[src/rtl/start_pulse_gen.sv]
// -----------------------------------------------------------------------------
// start_pulse_gen
//
// Multi-channel trigger-to-pulse generator. Each channel watches its trigger
// level for a selected edge. On that edge it emits a start pulse PULSE_W clk
// cycles wide. The channel then waits HOLDOFF cycles before it re-arms. Any
// edge that arrives while the channel is busy is dropped, and the drop is
// recorded in a sticky per-channel overrun flag.
//
// Parameters
//   CH           number of independent channels (>= 1)
//   PULSE_W      start pulse length in clk cycles (>= 1)
//   HOLDOFF      re-arm delay after the pulse ends, in clk cycles (>= 0)
//   SYNC_STAGES  flip-flop synchroniser depth on trig (0..3); 0 = trig is
//                already synchronous to clk
//
// Ports
//   clk          system clock, rising edge
//   reset        asynchronous, active-low reset
//   mode [1:0]   edge select shared by all channels:
//                00 rise, 01 fall, 10 both, 11 disabled
//   trig [CH]    per-channel trigger level
//   clr_overrun  synchronous clear of every overrun flag (a set in the
//                same cycle wins)
//   start [CH]   per-channel start pulse, decoded from registered state
//   busy [CH]    channel is in PULSE or HOLD
//   overrun [CH] sticky flag: an edge was dropped because the channel was busy
// -----------------------------------------------------------------------------
module start_pulse_gen #(
  parameter int CH          = 4,
  parameter int PULSE_W     = 1,
  parameter int HOLDOFF     = 0,
  parameter int SYNC_STAGES = 0
) (
  input  logic          clk,
  input  logic          reset,
  input  logic [1:0]    mode,
  input  logic [CH-1:0] trig,
  input  logic          clr_overrun,
  output logic [CH-1:0] start,
  output logic [CH-1:0] busy,
  output logic [CH-1:0] overrun
);

  // ---------------------------------------------------------------------------
  // Constants
  // ---------------------------------------------------------------------------
  localparam int CNT_MAX = (PULSE_W > HOLDOFF) ? PULSE_W : HOLDOFF;
  localparam int CW      = $clog2(CNT_MAX + 1);

  localparam logic [CW-1:0] PULSE_LAST = CW'(PULSE_W - 1);
  // HOLD is never entered when HOLDOFF is 0. The guard only keeps the
  // constant from going negative.
  localparam logic [CW-1:0] HOLD_LAST  = CW'((HOLDOFF > 0) ? HOLDOFF - 1 : 0);

  localparam logic [1:0] ST_IDLE  = 2'd0;
  localparam logic [1:0] ST_PULSE = 2'd1;
  localparam logic [1:0] ST_HOLD  = 2'd2;

  localparam logic [1:0] MODE_RISE = 2'b00;
  localparam logic [1:0] MODE_FALL = 2'b01;
  localparam logic [1:0] MODE_BOTH = 2'b10;

  // ---------------------------------------------------------------------------
  // Input synchroniser: ts is trig delayed by SYNC_STAGES flops.
  // ---------------------------------------------------------------------------
  logic [CH-1:0] ts;

  if (SYNC_STAGES == 0) begin : g_nosync
    assign ts = trig;
  end else begin : g_sync
    logic [CH-1:0] sync_q [SYNC_STAGES];

    // NOTE: every stage is reset to 0. This is a short flop chain and not a
    // RAM, so the reset costs nothing. It also means a trigger held high
    // through reset is seen as a fresh rising edge after release.
    always_ff @(posedge clk or negedge reset) begin
      if (!reset) begin
        for (int s = 0; s < SYNC_STAGES; s++) sync_q[s] <= '0;
      end else begin
        sync_q[0] <= trig;
        for (int s = 1; s < SYNC_STAGES; s++) sync_q[s] <= sync_q[s-1];
      end
    end

    assign ts = sync_q[SYNC_STAGES-1];
  end

  // ---------------------------------------------------------------------------
  // Edge detection. prev follows ts every cycle, whatever the channel state.
  // Its reset value of 0 keeps the old level-to-pulse behaviour when trig
  // is already high at reset release.
  // ---------------------------------------------------------------------------
  logic [CH-1:0] prev_q;

  // NOTE: non-blocking assignments for all clocked state. Every flop then
  // samples the values from before the edge, whatever the block order.
  always_ff @(posedge clk or negedge reset) begin
    if (!reset) prev_q <= '0;
    else        prev_q <= ts;
  end

  logic [CH-1:0] rise, fall, evt;

  always_comb begin
    rise = ts & ~prev_q;
    fall = ~ts & prev_q;
    case (mode)
      MODE_RISE: evt = rise;
      MODE_FALL: evt = fall;
      MODE_BOTH: evt = rise | fall;
      default:   evt = '0;   // 11: disabled, no events and no overruns
    endcase
  end

  // ---------------------------------------------------------------------------
  // Per-channel FSM: IDLE -> PULSE (PULSE_W cycles) -> HOLD (HOLDOFF cycles)
  // ---------------------------------------------------------------------------
  logic [1:0]    state_q [CH];
  logic [1:0]    state_d [CH];
  logic [CW-1:0] cnt_q   [CH];
  logic [CW-1:0] cnt_d   [CH];

  always_comb begin
    for (int i = 0; i < CH; i++) begin
      // NOTE: each path starts from "hold current value". This means no
      // branch can leave a signal unassigned and infer a latch.
      state_d[i] = state_q[i];
      cnt_d[i]   = cnt_q[i];
      case (state_q[i])
        ST_IDLE: begin
          if (evt[i]) begin
            state_d[i] = ST_PULSE;
            cnt_d[i]   = '0;
          end
        end
        ST_PULSE: begin
          if (cnt_q[i] == PULSE_LAST) begin
            cnt_d[i]   = '0;
            state_d[i] = (HOLDOFF > 0) ? ST_HOLD : ST_IDLE;
          end else begin
            cnt_d[i] = cnt_q[i] + CW'(1);
          end
        end
        ST_HOLD: begin
          if (cnt_q[i] == HOLD_LAST) begin
            cnt_d[i]   = '0;
            state_d[i] = ST_IDLE;
          end else begin
            cnt_d[i] = cnt_q[i] + CW'(1);
          end
        end
        default: begin
          state_d[i] = ST_IDLE;
          cnt_d[i]   = '0;
        end
      endcase
    end
  end

  always_ff @(posedge clk or negedge reset) begin
    if (!reset) begin
      for (int i = 0; i < CH; i++) begin
        state_q[i] <= ST_IDLE;
        cnt_q[i]   <= '0;
      end
    end else begin
      for (int i = 0; i < CH; i++) begin
        state_q[i] <= state_d[i];
        cnt_q[i]   <= cnt_d[i];
      end
    end
  end

  // ---------------------------------------------------------------------------
  // Outputs and sticky overrun
  // ---------------------------------------------------------------------------
  logic [CH-1:0] busy_int;

  always_comb begin
    for (int i = 0; i < CH; i++) begin
      start[i]    = (state_q[i] == ST_PULSE);
      busy_int[i] = (state_q[i] != ST_IDLE);
    end
  end

  assign busy = busy_int;

  // A dropped event is never queued. It only leaves a mark here. The set term
  // is ORed in after the clear, so a set in the same cycle as a clear wins.
  logic [CH-1:0] overrun_q;
  logic [CH-1:0] ovr_set;

  assign ovr_set = evt & busy_int;

  always_ff @(posedge clk or negedge reset) begin
    if (!reset) overrun_q <= '0;
    else        overrun_q <= (overrun_q & ~{CH{clr_overrun}}) | ovr_set;
  end

  assign overrun = overrun_q;

endmodule

[config.mk]
export PLATFORM = sky130hd
export DESIGN_NAME = start_pulse_gen
export DESIGN_NICKNAME = d
export VERILOG_FILES = /design/src/rtl/start_pulse_gen.sv
export SDC_FILE = /design/constraint.sdc
export NUM_CORES = 1
export LEC_CHECK = 0
export ABC_AREA = 1
export BUFFER_PORTS_ARGS = -buffer_cell sky130_fd_sc_hd__buf_2
export CORE_MARGIN = 1.5
export CORE_UTILIZATION = 43
export DETAILED_ROUTE_END_ITERATION = 7
export PLACE_DENSITY_LB_ADDON = 0.12
export SETUP_SLACK_MARGIN = 0.4
export SLEW_MARGIN = 15
export SYNTH_ARGS = -nofsm -noshare
export SYNTH_HDL_FRONTEND = slang
export SYNTH_SLANG_ARGS = --single-unit
[constraint.sdc]
create_clock -name clk -period 0.94 [get_ports clk]
set_input_delay 0.047 -clock clk [delete_from_list [all_inputs] [get_ports clk]]
set_output_delay 0.047 -clock clk [all_outputs]
set_load 0.02 [all_outputs]
==> flow_summary.yaml <==
floorplan:
  rows: 13
  core_um2: 1350
  dieHeight_um: 41.90
  num_io_pins: 21
  die_x_um: 41.90
  start_util_pct: 48.19
  die-area_um2: 1756
placement:
  hpwl_um: 808.1
  place.gp.congestion: 0.7723
  io_buffers: 20
critical_path:
  crit_top_cell: "nand2_1"
  crit_buf_inv: 0
  slowest_delay_ns: 0.38
  endpoint_kind: "flip-flop"
  path_class: "reg -> reg"
  start_kind: "flip-flop"
  crit_family: "flip-flops"
  slowest_stage: "dfrtp_1"
  cp_data_required_time_ns: 1.16
  cp_data_arrival_time_ns: 1.28
  cp_max_fo: 2
  crit_chain: "ha_1 -> nand3b_1 -> nand3_2 -> nand2_1 -> nand2_1"
global_route:
  track_usage_pct: 15.00
  grt_first_pass_wirelength_mm: 1.904
  grt_pass1_vias: 436
  antenna_found_initial: 0
  grt_max_degree: 13
  overflow: 0
timing:
  finalMaxSlewViolations: 0
  clock.fmax_mhz: 940.1
  max_slew_margin_pct: 81.51
  fin_skew_ns: 0.002282
  setup_slack_ns: -0.1237
  timing.hold.ws_ns: -0.09266
  rsz0062_at_grt: "yes"
  hold_viol_final: 1
  tightest_slew_ns: 0.2764
  fin_crit_ns: 1.064
  final.period_utilization_pct: 113.2
  setup_viol: 8
logic_synthesis:
  ys.flop_type: "dfrtp_1"
  synth_nets: 93
  syn_area_um2: 650.6
  synthTopCellsByCount: "20 x nand2_1, 19 x inv_1, 12 x dfrtp_1"
  postSynthCellCount: 76
  ys_ff_latch: 12
  synth_edf_count: 0
  syn_area_per_cell_um2: 8.561
  yosysMostFrequentCell: "nand2_1"
  synthTopCellsByArea: "dfrtp_1 46%, ha_1 15%, nand2_1 12%"
  async_reset_ff_share_pct: 100.0
  yosys.area.top_type_share_pct: 46.15
  synth_top_cell_by_area: "dfrtp_1"
  yosysSeqAreaShare_pct: 46.15
  yosys_warnings: 0
  synth_cell_type_count: 8
clock_tree:
  cts_buffers: 3
  cts.sink_count: 12
  clk_pin_slew_ns: 0.08
  clk_latency_ns: 0.27
  clk_path_buf_depth: 2
  htree_levels: 1
  cts-root-buf: "clkbuf_4"
  cts_tree: "done"
worst_hold_path:
  hold_path_class: "in -> reg"
routing:
  route.detailed.drc: 0
  num_vias: 554
  drt_wl_total_mm: 1.221
  drt-initial-drc-count: 12
  first_pass_iters: 4
  postRouteAntennaNets: 0
  wl_per_cell_um: 10.01
  vias_per_cell: 4.541
power:
  max-vdd-ir-drop_mv: 0.7624
  power_w: 0.001337
  power_density_nw_per_um2: 1381
  power.leakage_nw: 0.5874
layout:
  n_antenna_cell: 0
  fin_nets: 125
  fillers: 103
  multi_input_area_um2: 269.0
  drive_gt1_share_pct: 36.45
  seqCellArea_um2: 305.3
  syn_to_final_growth_pct: 48.85
outcome:
  outcome: "finished, violations left"
  violations: "negative hold slack, negative setup slack"
flow_run:
  maxCapViolCount: 0
-- final timing paths --
kind | startpoint | endpoint | slack [ns] | cells after the start
worst max-delay path | prev_q[1]$_DFF_PN0_ | overrun[1]$_DFF_PN0_ | -0.12 | 5
worst min-delay path | trig[1] | prev_q[1]$_DFF_PN0_ | -0.09 | 1
worst max register to register | prev_q[1]$_DFF_PN0_ | overrun[1]$_DFF_PN0_ | -0.12 | 5
worst min register to register | overrun[2]$_DFF_PN0_ | overrun[2]$_DFF_PN0_ | 0.52 | 2
max in group asynchronous | reset | state_q[6]$_DFFE_PN0P_ | 0.53 | 2
min in group asynchronous | reset | overrun[0]$_DFF_PN0_ | 0.18 | 2
-- cell usage in the layout, fill, tap and decap left out --
cell            n
nand2_1        20
inv_1          19
buf_6          12
ha_1            8
buf_2           8
dfrtp_1         8
buf_4           7
nand3b_1        4
nand3_1         4
nand3_2         4
dlygate4sd3_1   4
dfrtp_2         4
clkbuf_4        3
nor2_1          1
clkbuf_8        1
-- worst reg2reg max path, delay by kind of cell, from the launching register on --
kind,cells,cell delay [ns]
flops,1,0.38
simple gates,4,0.36
fa+ha+maj,1,0.27
-- timing repair --
item	4_1_cts	5_1_grt
hold buffers	1	3
endpoints found under the setup margin	20	20
resized for setup	25	3
setup buffers	4	3
hold endpoints to repair	16	4
pin swaps	0	3
-- kinds of logic after synthesis --
family        count (synthesis)  synth area share [%]
fa+ha+maj                     8                 15.39
buf+inv                      23                 15.58
flops                        12                 46.15
simple gates                 33                 22.88
-- stage by stage --
stage / instance area, um2 / setup TNS, ns / instances / setup WS [ns] / util [%]
after floorplan: 670.6 / -0.3526 / 76 / -0.04733 / -
final: 968.4 / -0.8425 / 122 / -0.1237 / 71.73
after global placement: 744.5 / -0.7318 / 107 / -0.1234 / 55.14
after CTS: 903.4 / -0.8848 / 116 / -0.1184 / 66.91
after detailed placement: 744.5 / -0.8030 / 107 / -0.1118 / 55.14
after global routing: 968.4 / -1.314 / 122 / -0.2074 / 71.73
-- layout make-up --
type	count	share of cell area, %
clock buffers	4	3.747
flip-flops and latches	12	31.52
well taps	15	1.938
multi-input cells	41	27.78
inverters	19	7.364
repair buffers	31	27.65
-- routing by layer --
| layer | wire length [um] | track usage (%) | vias up |
|---|---|---|---|
| met5 | 0 | 0 | - |
| met4 | 12 | 7.742 | 0 |
| met3 | 51 | 6.522 | 2 |
| met2 | 593 | 23.13 | 17 |
| met1 | 563 | 17.53 | 249 |
| li1 | - | - | 286 |
-- sequential cells by signal (all words and copies together) (netlist names) --
| name | flops |
|---|---|
| prev_q | 4 |
| overrun | 4 |
| state_q | 4 |
-- where the power goes --
group	switching, W	internal, W	total [W]
clock network	0.000176	0.000235	0.000412
logic	0.000163	0.000174	0.000337
registers	0.0000329	0.000556	0.000589
total	0.000372	0.000966	0.00134
Power figures use the tool's default switching activity.
